## config.mk

```make
export PLATFORM = sky130hd
export DESIGN_NAME = trng_word_sched
export DESIGN_NICKNAME = d
export VERILOG_FILES = /design/src/rtl/trng_word_sched_pkg.sv /design/src/rtl/trng_word_sched_rr_arbiter.sv /design/src/rtl/trng_word_sched.sv
export SDC_FILE = /design/constraint.sdc
export NUM_CORES = 1
export LEC_CHECK = 0
export CORE_MARGIN = 10
export CORE_UTILIZATION = 45
export CTS_BUF_LIST = sky130_fd_sc_hd__clkbuf_16
export CTS_CLUSTER_DIAMETER = 80
export DETAILED_ROUTE_END_ITERATION = 8
export HOLD_SLACK_MARGIN = 0.1
export PLACE_DENSITY = 0.7
export REMOVE_ABC_BUFFERS = 1
export SYNTH_ARGS = -nofsm -noshare
export SYNTH_HDL_FRONTEND = slang
export SYNTH_SLANG_ARGS = --single-unit
```

## constraint.sdc

```tcl
create_clock -name clk -period 4.55 [get_ports clk]
set_input_delay 0.455 -clock clk [delete_from_list [all_inputs] [get_ports clk]]
set_output_delay 0.455 -clock clk [all_outputs]
set_load 0.005 [all_outputs]
```

## src/rtl/trng_word_sched_pkg.sv

```systemverilog
`default_nettype none
// +------------------------------------------------------------------+
// | trng_sched_pkg: shared types and constants for trng_word_sched   |
// | Rev 1.0                                                          |
// +------------------------------------------------------------------+
package trng_sched_pkg;

    typedef enum logic [1:0] {
        IDLE    = 2'd0,
        START   = 2'd1,
        WARMUP  = 2'd2,
        COLLECT = 2'd3
    } state_t;

    localparam int c_def_word_w  = 8;
    localparam int c_def_n_req   = 2;
    localparam int c_def_discard = 16;
    localparam int c_def_rst_cyc = 2;

    // Bits needed to hold the values 0 .. n-1 (never less than one bit)
    function automatic int cnt_w(input int n);
        return (n < 2) ? 1 : $clog2(n);
    endfunction

    localparam int c_def_bcnt_w = cnt_w(c_def_word_w + 1);
    localparam int c_def_ptr_w  = cnt_w(c_def_n_req);

endpackage
`default_nettype wire

```

## src/rtl/trng_word_sched_rr_arbiter.sv

```systemverilog
`default_nettype none
// +------------------------------------------------------------------+
// | rr_arbiter: one-hot round-robin grant, searching upward from ptr |
// | Rev 1.0                                                          |
// +------------------------------------------------------------------+
module rr_arbiter #(
    parameter int N_REQ = 2,
    parameter int PTR_W = 1
) (
    input  logic [N_REQ-1:0] req,
    input  logic [PTR_W-1:0] ptr,
    input  logic             en,
    output logic [N_REQ-1:0] gnt
);

    // Walk offsets from farthest to nearest so the nearest requester wins
    always_comb begin
        int idx;
        gnt = '0;
        idx = 0;
        if (en) begin
            for (int i = N_REQ - 1; i >= 0; i--) begin
                idx = int'(ptr) + i;
                if (idx >= N_REQ) idx = idx - N_REQ;
                if (req[idx]) begin
                    gnt      = '0;
                    gnt[idx] = 1'b1;
                end
            end
        end
    end

endmodule
`default_nettype wire

```

## src/rtl/trng_word_sched.sv

```systemverilog
`default_nettype none
// +------------------------------------------------------------------+
// | trng_word_sched: TRNG config/warm-up sequencer and word scheduler |
// | Rev 1.0                                                          |
// +------------------------------------------------------------------+
module trng_word_sched
    import trng_sched_pkg::*;
#(
    parameter int WORD_W  = c_def_word_w,
    parameter int N_REQ   = c_def_n_req,
    parameter int DISCARD = c_def_discard,
    parameter int RST_CYC = c_def_rst_cyc
) (
    input  logic              clk,
    input  logic              rst_n,
    input  logic              en,
    input  logic              cfg_d1,
    input  logic              cfg_d2,
    input  logic [4:0]        cfg_d3,
    output logic              trng_rst,
    output logic              trng_d1,
    output logic              trng_d2,
    output logic [4:0]        trng_d3,
    input  logic              trng_valid,
    input  logic              trng_bit,
    input  logic [N_REQ-1:0]  req,
    output logic [N_REQ-1:0]  gnt,
    output logic [WORD_W-1:0] rdata,
    output logic              word_vld,
    output logic              ready,
    output logic              ovf
);

    localparam int c_cnt_w  = cnt_w((RST_CYC > DISCARD) ? RST_CYC : DISCARD);
    localparam int c_bcnt_w = cnt_w(WORD_W + 1);
    localparam int c_ptr_w  = cnt_w(N_REQ);

    localparam logic [c_cnt_w-1:0]  c_rst_last  = c_cnt_w'(RST_CYC - 1);
    localparam logic [c_cnt_w-1:0]  c_disc_last = c_cnt_w'(DISCARD - 1);
    localparam logic [c_bcnt_w-1:0] c_bcnt_last = c_bcnt_w'(WORD_W - 1);
    localparam logic [c_bcnt_w-1:0] c_bcnt_full = c_bcnt_w'(WORD_W);
    localparam logic [c_ptr_w-1:0]  c_ptr_last  = c_ptr_w'(N_REQ - 1);

    state_t              r_state, w_state_nxt;
    logic [c_cnt_w-1:0]  r_cnt;
    logic [c_bcnt_w-1:0] r_bcnt;
    logic [WORD_W-1:0]   r_sreg, r_rdata, w_word;
    logic                r_sreg_full, r_word_vld, r_ovf;
    logic [c_ptr_w-1:0]  r_ptr, w_gnt_idx, w_ptr_nxt;
    logic                r_d1, r_d2;
    logic [4:0]          r_d3;
    logic [N_REQ-1:0]    w_gnt;
    logic                w_grant, w_hold_free;

    rr_arbiter #(
        .N_REQ (N_REQ),
        .PTR_W (c_ptr_w)
    ) u_arb (
        .req (req),
        .ptr (r_ptr),
        .en  (r_word_vld),
        .gnt (w_gnt)
    );

    always_comb begin
        w_gnt_idx = '0;
        for (int k = 0; k < N_REQ; k++) begin
            if (w_gnt[k]) w_gnt_idx = c_ptr_w'(k);
        end
    end

    assign w_ptr_nxt   = (w_gnt_idx == c_ptr_last) ? '0 : w_gnt_idx + c_ptr_w'(1);
    assign w_grant     = |w_gnt;
    assign w_hold_free = !r_word_vld || w_grant;
    assign w_word      = {r_sreg[WORD_W-2:0], trng_bit};

    always_ff @(posedge clk or negedge rst_n) begin
        if (!rst_n) r_state <= IDLE;
        else        r_state <= w_state_nxt;
    end

    always_comb begin
        w_state_nxt = r_state;
        case (r_state)
            IDLE:    if (en) w_state_nxt = START;
            START:   if (!en) w_state_nxt = IDLE;
                     else if (r_cnt == c_rst_last) w_state_nxt = WARMUP;
            WARMUP:  if (!en) w_state_nxt = IDLE;
                     else if (trng_valid && (r_cnt == c_disc_last)) w_state_nxt = COLLECT;
            COLLECT: if (!en) w_state_nxt = IDLE;
            default: w_state_nxt = IDLE;
        endcase
    end

    always_ff @(posedge clk or negedge rst_n) begin
        if (!rst_n) begin
            r_cnt       <= '0;
            r_bcnt      <= '0;
            r_sreg      <= '0;
            r_rdata     <= '0;
            r_sreg_full <= 1'b0;
            r_word_vld  <= 1'b0;
            r_ovf       <= 1'b0;
            r_ptr       <= '0;
            r_d1        <= 1'b0;
            r_d2        <= 1'b0;
            r_d3        <= '0;
        end else if ((r_state != IDLE) && !en) begin
            // Abort: drop all collected data but keep the core configuration
            r_cnt       <= '0;
            r_bcnt      <= '0;
            r_sreg      <= '0;
            r_sreg_full <= 1'b0;
            r_word_vld  <= 1'b0;
            r_ovf       <= 1'b0;
            r_ptr       <= '0;
        end else begin
            case (r_state)
                IDLE: if (en) begin
                    r_d1        <= cfg_d1;
                    r_d2        <= cfg_d2;
                    r_d3        <= cfg_d3;
                    r_cnt       <= '0;
                    r_bcnt      <= '0;
                    r_sreg      <= '0;
                    r_sreg_full <= 1'b0;
                end
                START:  r_cnt <= (r_cnt == c_rst_last) ? '0 : r_cnt + c_cnt_w'(1);
                WARMUP: if (trng_valid) begin
                    r_cnt <= (r_cnt == c_disc_last) ? '0 : r_cnt + c_cnt_w'(1);
                end
                COLLECT: begin
                    if (w_grant) begin
                        r_word_vld <= 1'b0;
                        r_ptr      <= w_ptr_nxt;
                    end
                    if (r_sreg_full) begin
                        // A bit arriving on the freeing edge starts the next word
                        if (w_hold_free) begin
                            r_rdata     <= r_sreg;
                            r_word_vld  <= 1'b1;
                            r_sreg_full <= 1'b0;
                            if (trng_valid) begin
                                r_sreg <= w_word;
                                r_bcnt <= c_bcnt_w'(1);
                            end else begin
                                r_bcnt <= '0;
                            end
                        end else if (trng_valid) begin
                            r_ovf <= 1'b1;
                        end
                    end else if (trng_valid) begin
                        r_sreg <= w_word;
                        if (r_bcnt == c_bcnt_last) begin
                            if (w_hold_free) begin
                                r_rdata    <= w_word;
                                r_word_vld <= 1'b1;
                                r_bcnt     <= '0;
                            end else begin
                                r_bcnt      <= c_bcnt_full;
                                r_sreg_full <= 1'b1;
                            end
                        end else begin
                            r_bcnt <= r_bcnt + c_bcnt_w'(1);
                        end
                    end
                end
                default: ;
            endcase
        end
    end

    assign trng_rst = (r_state == IDLE) || (r_state == START);
    assign trng_d1  = r_d1;
    assign trng_d2  = r_d2;
    assign trng_d3  = r_d3;
    assign gnt      = w_gnt;
    assign rdata    = r_rdata;
    assign word_vld = r_word_vld;
    assign ready    = (r_state == COLLECT);
    assign ovf      = r_ovf;

endmodule
`default_nettype wire
```

* After elaboration in Yosys (flattened, before gate mapping)
Cells that the tools add are included.
** Operators by class
- Add/sub/neg operators :: 6
- Multiplexer cells :: 73
- Reduce and logical (&&, ||, !) cells :: 28
- Equality and inequality tests :: 15
- $lt $le $gt $ge :: 6
- Bitwise operators :: 1
** Operators by type and width (number)
- $mux W32 :: 4
- $mux W8 :: 10
- $ge A32 B1 Y1 const B :: 2
- $lt A32 B3 Y1 const B :: 2
- $mux W4 :: 11
- $ge A32 B3 Y1 const B :: 1
- $mux W1 :: 32
- $sub A32 B3 Y32 const B :: 1
- $mux W2 :: 9
- $pmux W8 S2 :: 1
- $reduce_bool A2 Y1 :: 7
- $ne A3 B3 Y1 const B :: 4
- $pmux W4 S3 :: 1
- $reduce_and A4 Y1 :: 3
- $reduce_and A3 Y1 :: 3
- $add A4 B1 Y4 const B :: 2
- $ne A4 B2 Y1 const B :: 2
- $pmux W2 S4 :: 1
- $pmux W4 S2 :: 1
- $reduce_and A5 Y1 :: 1
- $eq A2 B2 Y1 const B :: 2
- $eq A4 B1 Y1 const B :: 1
- $eq A4 B3 Y1 const B :: 1
- $eq A4 B4 Y1 const B :: 1
- other kinds (18) :: 26
** Word-level totals
- Register bits after elaboration :: 37
- Logic and storage cells :: 141

* Logic depth before layout (Yosys ltp)
Gate-level depths: netlist of the first run.
- Depth after elaboration :: 19
- Depth in mapped cells :: 8
- Depth with buffers taken out :: 6

* By module
A second synthesis of the first run with hierarchy kept.
** Unflattened totals
- Cells, all modules :: 204
- Area total of the unflattened synthesis :: 2057.0 um^2
** By module, submodules not included
- trng_word_sched :: cells an instance 199, area an instance 2035.7 um^2, instances 1, seq. area each 925.9 um^2
- rr_arbiter :: cells an instance 5, area an instance 21.3 um^2, instances 1, seq. area each 0.0 um^2

* Worst setup path before layout of the first run
No wires, ideal clock.
- Path type :: register to register
- Start :: reg r_state[0]
- End :: reg r_sreg[1]
- Path slack :: 2724 ps
- Library setup time :: 125 ps
- Buffers on the path :: 1
- Clock period less this slack :: 1826 ps
- Stages on the path, launching flop included :: 6
- Arrival :: 1701 ps
- Cell sequence :: dfrtp_1 -> ha_1 -> clkbuf_1 -> o21ai_0 -> a2bb2oi_4 -> mux2_2
** RTL lines
- start: declaration :: RTL line trng_word_sched.sv:44 : state_t r_state, w_state_nxt;
- start signal: assignment :: RTL line trng_word_sched.sv:79 : else r_state <= w_state_nxt;
- $eq A2 B2 Y1 (*)
- named net ready :: RTL line trng_word_sched.sv:30 : output logic ready,
- $ne A4 B2 Y1 (no line), or another cell as far along
- $reduce_and A3 Y1 (no line) / $mux W8 (equally long branches)
- end signal: assignment :: RTL line trng_word_sched.sv:144 : r_sreg <= w_word;
- end signal: assignment :: RTL line trng_word_sched.sv:153 : r_sreg <= w_word;
- end: declaration :: RTL line trng_word_sched.sv:47 : logic [WORD_W-1:0] r_sreg, r_rdata, w_word;
Mark *: on every way through the listed nets, which the timed path passes. The rest lies on a longest branch.
A chain may end at the register's enable or synchronous reset.

* Worst setup path in the final report of the first run
- Start :: reg r_state[1]
- End :: out trng_rst
** On the way
- Word-level cells in the longest chain between the ends :: 2
** RTL lines
- $eq A2 B1 Y1 / $logic_not A2 Y1 (equally long branches) :: RTL line trng_word_sched.sv:173 : assign trng_rst = (r_state == IDLE) || (r_state == START);
- $logic_or A1 B1 Y1 (*) :: RTL line trng_word_sched.sv:173
- end: declaration :: RTL line trng_word_sched.sv:20 : output logic trng_rst,
Every way passes the cells marked *; elsewhere a longest branch is shown, timed or not.

==> results of run 1 <==
routing by layer:
metal  up-vias  routed length [um]  track usage (%)
met2        33                1920             17.8
met4         0                  79             5.74
met3         7                 313             4.69
li1        758                   -                -
met1       709                1860             14.4
met5         -                   0                0
cell type report:
type / count / area, um2 / share of cell area [%]
Clock inverter: 3 / 17.5 / 0.701
Tap cell: 52 / 65.1 / 2.60
Clock buffer: 5 / 125 / 5.01
Timing Repair Buffer: 34 / 335 / 13.4
Multi-Input combinational cell: 137 / 988 / 39.6
Inverter: 11 / 41.3 / 1.65
Sequential cell: 37 / 926 / 37.1
power by group:
part,internal [W],switching (W)
sequential,0.000380,0.0000399
clock,0.000201,0.000136
combinational,0.000234,0.000223
total,0.000815,0.000399
registers in the layout, indices dropped and copies added, names as in the netlist:
signal and cells:
r_ptr 1, trng_d1 1, word_vld 1, r_state 2, r_sreg 8, r_cnt 4, trng_d3 5, trng_d2 1
r_bcnt 4, ovf 1, r_sreg_full 1, rdata 8
cell families after synthesis:
group / synth area share (%)
AND/OR/NAND/NOR: 15.5
AO/OA/AOI/OAI: 17.2
flip-flops: 46.1
multiplexers: 12.2
buffers and inverters: 4.61
adder cells (fa/ha/maj): 4.36
final timing paths:
kind	end	slack (ns)	start
hold reg to reg	rdata[0]$_DFFE_PN0P_	0.47	rdata[0]$_DFFE_PN0P_
setup reg to reg	r_sreg[7]$_DFFE_PN0P_	2.33	r_state[1]$_DFFE_PN0P_
min in group clk	rdata[0]$_DFFE_PN0P_	0.47	rdata[0]$_DFFE_PN0P_
max in group asynchronous	trng_d3[0]$_DFFE_PN0P_	3.77	rst_n
setup / recovery	trng_rst	2.11	r_state[1]$_DFFE_PN0P_
hold / removal	rdata[1]$_DFFE_PN0P_	0.27	rst_n
worst max-delay path: stages, from the launching register on:
cell             delay, ns
dfrtp_1               0.43
inv_1                 0.11
ha_1                  0.46
or2_2                 0.20
clkdlybuf4s50_1       0.50
layout by cell type (no fill, tap or decap), drive strengths merged:
| cell | count |
|---|---|
| a311oi | 2 |
| a21oi | 6 |
| a31oi | 4 |
| buf | 1 |
| a2bb2oi | 1 |
| ha | 7 |
| o31ai | 2 |
| o2bb2ai | 1 |
| dfrtp | 37 |
| o21ai | 22 |
| nor3 | 1 |
| nor2 | 16 |
| inv | 11 |
| nor4b | 1 |
| clkbuf | 5 |
| nand4 | 5 |
| mux2 | 12 |
| nor2b | 1 |
| nand3b | 1 |
| or3b | 2 |
| o211a | 1 |
| o2111ai | 2 |
| a41oi | 1 |
| clkdlybuf4s50 | 33 |
| and4b | 1 |
| a22oi | 1 |
| o211ai | 2 |
| a211oi | 2 |
| or2 | 3 |
| mux2i | 11 |
| nand2 | 17 |
| nand3 | 5 |
| nand2b | 4 |
| clkinvlp | 1 |
| clkinv | 2 |
| and4bb | 1 |
| a32o | 1 |
| nor4 | 1 |
through the flow:
step	total power (W)	cells	area, um2	utilization [%]	setup WS, ns
4_1_cts	0.00123	279	2500	57.8	2.09
6_report	0.00121	279	2500	57.8	2.11
3_5_place_dp	0.000877	271	2360	54.5	2.19
5_1_grt	0.00129	279	2500	57.8	1.95
3_3_place_gp	0.000875	271	2360	54.5	2.26
2_1_floorplan	0.000707	185	1960	-	2.63
==> impl_metrics.tcl, run 1 <==
set metrics [dict create \
    status "finished, final reports clean" \
    clk_pin_slew_ns 0.06 \
    finalSetupTns_ns 0 \
    grt_pass1_vias 1479 \
    root_buffer "clkbuf_16" \
    yosysWarnings 0 \
    holdWs_ns 0.267 \
    gp_congestion 0.783 \
    reg2reg_depth 6 \
    drv_cap 0 \
    core_area_um2 4320 \
    synthesis.instances 194 \
    fp.dieW_um 86.8 \
    period_share_pct 53.6 \
    arrival_ns 1.98 \
    synth-edff-count 0 \
    setup-violations-final 0 \
    synth_seq_cells 37 \
    dieHeight_um 86.8 \
    grt_use_total_pct 11.9 \
    tightest_slew_ns 0.818 \
    required_ns 4.09 \
    wl_per_cell_um 14.9 \
    cts_sinks 37 \
    final-hold-violation-count 0 \
    cts_buffers 5 \
    synthesis.area_um2 2010 \
    ys_seq_area_share_pct 46.1 \
    antenna_cells 0 \
    rsz0062_at_grt "no" \
    synthTopCellsByArea "dfrtp_1 (46%), mux2_2 (6.7%), mux2i_1 (5.5%)" \
    drc 0 \
    synth_top_area_share_pct 46.1 \
    synth.most_common_cell "dfrtp_1" \
    slew_headroom_pct 45.4 \
    first_pass_iters 4 \
    postSynthAreaPerCell_um2 10.3 \
    fillers 403 \
    detailed_place_hpwl_um 2840 \
    die_area_um2 7530 \
    fmax_ghz 0.410 \
    nNetsFinal 247 \
    grt_max_degree 38 \
    grt_pass1_wl_um 7260 \
    grt_overflow 0 \
    synth_ff_type "dfrtp_1" \
    async_reset_ff_share_pct 100 \
    ios 35 \
    cts_tree "yes" \
    synth_area_leader_cell "dfrtp_1" \
    worstPathMaxFanout 13 \
    postCtsSetupBuffers 0 \
    via_per_inst 5.40 \
    ctsLongestPathBuffers 2 \
    ctsResizeCount 0 \
    num_rows 24 \
    fin_worst_skew_ns 0.00403 \
    slew_viol_final 0 \
    drtIter0Drc 130 \
    yosys.cell_types.count 44 \
    final_layout_size_suffix_gt1_share_pct 15.0 \
    peakVddDrop_mv 0.309 \
    grt_antenna_before_repair 0 \
    cts_hold_buffers 0 \
    port_buffers 34 \
    hp-class "input pin to asynchronous set/reset pin" \
    drt_wl_total_um 4170 \
    ant_nets 0 \
    power.density_nw_per_um2 486 \
    criticalPathCategory "flop to output port" \
    initial_utilization_pct 46.4 \
    start_kind "flop" \
    period_minus_slack_ns 2.44 \
    p_leak_nw 1.01 \
    worstSkewPairLatency_ns 0.29 \
    syn_to_final_growth_pct 24.5 \
    vias 1507 \
    ys_top_cells_by_count "dfrtp_1 (37), o21ai_0 (21), nand2_1 (17)" \
    cp-end-kind "output port" \
    htree_levels 2 \
]
(Power assumes the default switching activity.)
==> run 2: changes to the inputs <==
- PLACE_DENSITY: 0.7 -> 0.72
- clock period: 4.55 -> 2.1 ns (I/O delays scaled with it)
==> run 2 against run 1 <==
Against the previous run:
- die area stayed put
- register-to-register slack got worse by 2.2 ns
- global-route usage is essentially flat
- first-iteration DRC count decreased by 27%
- critical path type unchanged
- highest routed layer unchanged
- design area is 5.1% higher
- clock power increased by 140%
- hold slack gained 0.21 ns
- critical endpoint unchanged
==> impl_metrics.tcl, run 2 (synthesis results as in run 1) <==
set metrics [dict create \
    layout_commonest_cell "dfrtp_1" \
    holdWs_ns 0.475 \
    place_ws_ns 0.119 \
    cp-startpoint "r_state[1]$_DFFE_PN0P_" \
    antenna_cells 0 \
    criticalPathCategory "flop to output port" \
    drtIter0Drc 95 \
    wl_per_cell_um 14.5 \
    p_leak_nw 1.08 \
    setup-violations-final 0 \
    stdcell_count 290 \
    dpl-instance-area_um2 2420 \
    switching_power_w 0.000847 \
    final-hold-violation-count 0 \
    combPwrFrac_pct 37.9 \
    worstPathMaxFanout 6 \
    start_kind "flop" \
    finalSetupTns_ns 0 \
    tightest_slew_ns 0.834 \
    rsz0062_at_grt "no" \
    fin_worst_skew_ns 0.00430 \
    wl_met2_um 1890 \
    clk_pin_slew_ns 0.05 \
    ant_nets 0 \
    drt_wl_total_um 4210 \
    pwr-share-seq_pct 32.6 \
    dieHeight_um 86.8 \
    layout_setup_ws_ns 0.0992 \
    die_area_um2 7530 \
    drv_cap 0 \
    nNetsFinal 259 \
    sw_frac_of_total_pct 30.4 \
    placed_cells 280 \
    gp_congestion 0.821 \
    vias 1558 \
    power.density_nw_per_um2 1060 \
    required_ns 1.89 \
    grt_max_degree 38 \
    slew_viol_final 0 \
    final_layout_size_suffix_gt1_share_pct 19.3 \
    internal-power_w 0.00194 \
    drc 0 \
    initial_utilization_pct 46.4 \
    arrival_ns 1.79 \
    ctsLongestPathBuffers 2 \
    num_rows 24 \
    hold_path_depth 2 \
    r2r_start "r_state[1]$_DFFE_PN0P_" \
    routed-wl-met3_um 358 \
    core_area_um2 4320 \
    cp-end-kind "output port" \
    peakVddDrop_mv 0.628 \
    status "finished, final reports clean" \
    ios 35 \
    fp.dieW_um 86.8 \
    via_per_inst 5.37 \
    final_cell_mix "dfrtp_1 (37), clkdlybuf4s50_1 (33), o21ai_0 (21)" \
    met1Wirelength_um 1910 \
    grt_pass1_wl_um 7310 \
    cts_sinks 37 \
    grt_overflow 0 \
    port_buffers 34 \
    fillers 394 \
    detailed_place_hpwl_um 3040 \
    power_frac_clock_pct 29.5 \
    cts_buffers 5 \
    htree_levels 2 \
    highest_layer "met4" \
    root_buffer "clkbuf_16" \
    grt_pass1_vias 1558 \
    first_pass_iters 4 \
    reg2reg_depth 6 \
    design_area_um2 2630 \
    hp-class "flop to flop" \
    fmax_ghz 0.500 \
    worstHoldStart "rdata[2]$_DFFE_PN0P_" \
    syn_to_final_growth_pct 30.8 \
    cts_tree "yes" \
    grt_antenna_before_repair 0 \
    period_share_pct 95.3 \
    period_minus_slack_ns 2.00 \
    grt_use_total_pct 11.9 \
    slew_headroom_pct 44.4 \
    worstSkewPairLatency_ns 0.28 \
]
run 2: repair_timing:
item / in CTS / in global routing
setup buffers: 0 / 2
hold buffers: 1 / 0
setup endpoints to repair: 0 / 4
resized for setup: 0 / 3
endpoints found under the hold margin: 37 / 0
run 2: power by group through the flow:
stage | logic, W | registers [W] | clock network (W)
floorplan | 0.000616 | 0.000915 | 0
global placement | 0.00103 | 0.000915 | 0
detailed placement | 0.00104 | 0.000923 | 0
CTS | 0.00105 | 0.000909 | 0.000847
global route | 0.00119 | 0.000926 | 0.000874
finish | 0.00106 | 0.000908 | 0.000824
run 2: worst max-delay path, cell delays in order (launching register included):
cell and delay, ns:
dfrtp_1 0.41, inv_1 0.09, ha_1 0.25, or2_2 0.31, clkdlybuf4s50_1 0.45
run 2: final cells by class:
cell class	count	area, um2	share of cell area [%]
Sequential cell	37	926	35.3
Inverter	11	41.3	1.57
Multi-Input combinational cell	137	1000	38.3
Clock inverter	2	35.0	1.33
Timing Repair Buffer	46	428	16.3
Clock buffer	5	125	4.77
Tap cell	52	65.1	2.48
run 2: metrics by stage:
| stage | utilization (%) | power [W] |
|---|---|---|
| 2_1_floorplan | - | 0.00153 |
| 3_3_place_gp | 56.0 | 0.00194 |
| 3_5_place_dp | 56.0 | 0.00196 |
| 4_1_cts | 60.0 | 0.00280 |
| 5_1_grt | 60.7 | 0.00299 |
| 6_report | 60.7 | 0.00279 |
run 2: layer usage:
metal,GRT usage [%],up-vias
li1,-,784
met1,14.3,734
met2,18.0,34
met3,5.82,6
met4,3.98,0
met5,0,-
run 2: final timing paths:
check | endpoint | slack (ns)
hold / removal | rdata[2]$_DFFE_PN0P_ | 0.47
max in group asynchronous | trng_d3[1]$_DFFE_PN0P_ | 0.99
setup reg to reg | r_sreg[5]$_DFFE_PN0P_ | 0.18
min in group asynchronous | r_bcnt[1]$_DFFE_PN0P_ | 0.57
setup / recovery | trng_rst | 0.1
hold reg to reg | rdata[2]$_DFFE_PN0P_ | 0.47
==> variant 1, RTL diff (settings of run 2) <==
One comparison of `r_bcnt` changes from == to >=.
--- a/src/rtl/trng_word_sched.sv
+++ b/src/rtl/trng_word_sched.sv
@@ -151,7 +151,7 @@
                         end
                     end else if (trng_valid) begin
                         r_sreg <= w_word;
-                        if (r_bcnt == c_bcnt_last) begin
+                        if (r_bcnt >= c_bcnt_last) begin
                             if (w_hold_free) begin
                                 r_rdata    <= w_word;
                                 r_word_vld <= 1'b1;
Check against the original RTL: same outputs for any inputs over 4 cycles, from zero or initial values and one cycle with rst_n low; that may be too few to reach the edited logic, so the function may still have changed.
==> variant 1 against run 2 <==
Area after synthesis up 2.7%; design area increased by 1.8%; wire length up 6.8%; global-route usage grew 0.20 points; power up 3.2%; die area up 2.1%; worst setup slack worse by 0.011 ns; sequential cell count unchanged.
==> variant 1: results (changes against run 2) <==
Synth
  • Dominant cells by area after synthesis: dfrtp_1, mux2_2, mux2_4
  • Synth top cells by count: dfrtp_1, nand2_1, mux2_2, nor2_1, mux2i_1

Routing
  • Routed wl met3: 389 um (+8.7%)
  • M1 wire length: 2100 um (+10%)

Finish
  • Comb_multi_in: 134 (-2.2%)
  • Final non-clock buffer share: 16.8% (+0.47 points)
  • Clk tree area frac: 5.20% (-0.90 points)
  • Sequential cell area share: 34.7% (-0.61 points)
  • # fillers: 369 (-6.3%)
  • NumNets Final: 255 (-1.5%)
  • Share of layout cells above drive strength 1: 23.0% (+3.7 points)
  • Area occupied by multi-input gates: 1060 um^2 (+5.5%)

Setup path
  • Worst-path maximum fanout: 14 (+8)
  • Reg2Reg Depth: 5 (-1)
  • Reg2Reg Setup Slack: 0.25 ns (+0.07 ns)
  • Start of the worst register-to-register path: r_state[0]$_DFFE_PN0P_

Global routing
  • Met3 usage: 6.41% (+0.59 points)
  • First-pass GRT wire length: 7470 um (+2.2%)
  • Pin count of the biggest net entering global routing: 25 (-34%)
  • Vias in the first global route: 1545 (-0.83%)

Place
  • Dpl cell area: 2510 um^2 (+3.7%)
  • Routability cong.: 0.791 (-3.7%)
  • Pre-CTS setup slack: 0.157 ns (+0.0380 ns)

STA
  • FMAX: 0.497 GHz (-0.52%)
  • Final hold slack: 0.474 ns (-0.00124 ns)
  • Worst-Margin Slew: 0.602 ns (-0.232 ns)
  • Clock Skew: 0.00510 ns (+0.000794 ns)

Clock network
  • Resize count post-CTS: 1 (+1)

Outcome
  • Status: finished clean

Min path
  • Hold Crit Class: input pin to async pin

Power and ir drop
  • Net Sw Frac: 32.7% (+2.3 points)
variant 1: cell types whose count changed after synthesis, moves of 4 or more:
cell / change
nand2_1: +7
o21ai_0: -18
o21ai_1: +4
mux2_4: +8
variant 1: power groups by stage:
stage	Clock, mW	Combinational [mW]	Sequential [mW]
2_1_floorplan	0	0.681	0.965
3_3_place_gp	0	1.19	0.960
3_5_place_dp	0	1.20	0.965
4_1_cts	0.719	1.22	0.954
5_1_grt	0.758	1.33	0.965
6_report	0.703	1.23	0.948
variant 1: logic make-up after synthesis:
| logic type | count (synthesis) | synth area share [%] |
|---|---|---|
| multiplexers | 34 | 19.4 |
| flip-flops | 37 | 44.9 |
| AND/OR/NAND/NOR | 60 | 15.9 |
| AO/OA/AOI/OAI | 33 | 11.7 |
| adder cells (fa/ha/maj) | 7 | 4.25 |
| buffers and inverters | 18 | 3.76 |
==> variant 2, RTL diff (flow settings as in run 2) <==
Without the edit above. Set the package constant `c_def_n_req` to 1 (it was 2).
--- a/src/rtl/trng_word_sched_pkg.sv
+++ b/src/rtl/trng_word_sched_pkg.sv
@@ -13,7 +13,7 @@
     } state_t;
 
     localparam int c_def_word_w  = 8;
-    localparam int c_def_n_req   = 2;
+    localparam int c_def_n_req   = 1;
     localparam int c_def_discard = 16;
     localparam int c_def_rst_cyc = 2;
 
Interface: changed (resized gnt and req); port bits go from 35 to 33. The function was not compared with the original's and may differ.
==> variant 2 against run 2 <==
Synthesized cell count fell by 1.0%; wire length rose by 0.45%; power fell by 12%; first-iteration DRC count fell by 12%; clock skew barely moved; critical endpoint unchanged; worst setup slack improved by 0.0071 ns; largest cell class unchanged; sequential cell count fell by 1; design area fell by 4.2%; hold slack got worse by 0.0013 ns; non-clock buffer count fell by 6; die area fell by 0.71%; area after synthesis fell by 0.94%; register-to-register slack improved by 0.09 ns.
==> variant 2: results (changes against run 2) <==
Setup path
  • Worst path arrival time: around 1.8 ns
  • Crit-path slowest cell: clkdlybuf4s50_1
  • CP startpoint: r_state[1]$_DFFE_PN0P_
  • Reg2Reg Setup Slack: 0.27 ns (+0.09 ns)
  • R2R Path End: r_cnt[3]$_DFFE_PN0P_
  • Worst-path maximum fanout: 9 (+3)

Clock network
  • Clock tree root buffer cell: clkbuf_16
  • Resize count post-CTS: 1 (+1)
  • Post-CTS Setup Bufs: 0 (unchanged)
  • CTS max path bufs: 2 (unchanged)
  • CTS H-Tree Depth: 2 (unchanged)
  • Inserted Clock Buffers: 5 (unchanged)
  • Register clock-pin slew on the reported worst setup and hold paths: roughly 0.06 ns

Synth
  • Synth top cells by count: dfrtp_1, nand2_1, inv_1, o21ai_1
  • Number of synthesized flops with an enable pin: 0 (unchanged)
  • Yosys Warn Count: 0 (unchanged)
  • Post-synthesis xor/xnor area fraction: 0% (unchanged)
  • Post-synthesis compound-gate area fraction: 19.2% (+2.0 points)
  • Synth Area in Adders: 4.41% (+0.041 points)
  • Sequential element share of the synthesized area: 45.3% (-0.82 points)
  • Syn_area_per_cell: 10.4 um^2 (about the same)
  • Distinct cells, synth: 51 (+16%)
  • Dominant cells by area after synthesis: dfrtp_1, mux2i_1, ha_1
  • Mux contribution to synthesized area: 9.00% (-3.2 points)

Global routing
  • GRT Total Usage: 11.6% (-0.33 points)
  • Vias in the first global route: 1527 (-2.0%)
  • Initial antenna violation count: 0 (unchanged)
  • First-pass GRT wire length: 7130 um (-2.4%)
  • Pin count of the biggest net entering global routing: 37 (-2.6%)

STA
  • Final worst-path cycle share: 94.9% (-0.34 points)
  • Clock Skew: 0.00469 ns (+0.000392 ns)
  • Slew headroom: 46.3% (+1.9 points)

Power and ir drop
  • Leak: 1.04 nW (-3.7%)
  • VDD IR max: 0.579 mV (-7.8%)

Finish
  • # fillers: 385 (-2.3%)
  • Fin cells: 282 (-2.8%)
  • Diodes inserted: 0 (unchanged)
  • Share of layout cells above drive strength 1: 17.4% (-1.9 points)
  • NumNets Final: 249 (-3.9%)

Routing
  • DR vias/cell: 5.41 (+0.79%)
  • Final wirelength: 4230 um (+0.45%)
  • DR iter-0 viols: 84 (-12%)

Place
  • Pre-CTS setup slack: 0.161 ns (+0.0427 ns)
  • Buffers on Ports: 32 (-5.9%)
  • Routability cong.: 0.782 (-4.8%)
  • Dpl cell area: 2360 um^2 (-2.7%)
  • HPWL after detailed placement: 2970 um (-2.5%)
  • Number of instances in the placed design: 273 (-2.5%)

Outcome
  • Status: finished clean
-- variant 2: changes by cell type after synthesis, moves of 3 or more --
cell / change
o21ai_0: -12
o21ai_1: +12
nand4_1: +6
mux2_2: -5
a21oi_1: -3
a22o_2: +3
nor2_1: -3
-- variant 2: worst reg2reg max path: stages, from the launching register on --
cell and delay, ns:
dfrtp_1 0.41, inv_1 0.10, ha_2 0.29, or2_1 0.25, a31oi_4 0.26, nor2_2 0.09
a221o_1 0.32
-- variant 2: power breakdown --
group	switching (mW)	total, mW	internal, mW
logic	0.422	0.877	0.455
registers	0.0699	0.863	0.794
clock network	0.288	0.725	0.437
-- variant 2: how the worst min path moves through the flow --
stage	depth (start not counted)	end	startpoint	slack, ns
global route	2	rdata[4]$_DFFE_PN0P_	rdata[4]$_DFFE_PN0P_	0.50
detailed placement	1	r_bcnt[2]$_DFFE_PN0P_	rst_n	0.35
floorplan	0	ovf$_DFFE_PN0P_	rst_n	-0.09
finish	2	rdata[3]$_DFFE_PN0P_	rdata[3]$_DFFE_PN0P_	0.47
global placement	1	r_bcnt[3]$_DFFE_PN0P_	rst_n	0.35
CTS	2	rdata[0]$_DFFE_PN0P_	rdata[0]$_DFFE_PN0P_	0.48
-- variant 2: cell type report --
class / instances / area (um^2) / area share, %
Multi-Input combinational cell: 133 / 977 / 38.9
Inverter: 13 / 48.8 / 1.94
Tap cell: 52 / 65.1 / 2.59
Sequential cell: 36 / 901 / 35.8
Timing Repair Buffer: 40 / 378 / 15.0
Clock inverter: 3 / 18.8 / 0.747
Clock buffer: 5 / 125 / 4.98
-- variant 2: metal layers --
layer | vias up | track usage (%) | share of wire, %
met1 | 735 | 12.9 | 44
met3 | 4 | 4.60 | 5.6
li1 | 760 | - | -
met5 | - | 0 | 0
met4 | 0 | 2.65 | 0.64
met2 | 28 | 20.1 | 50
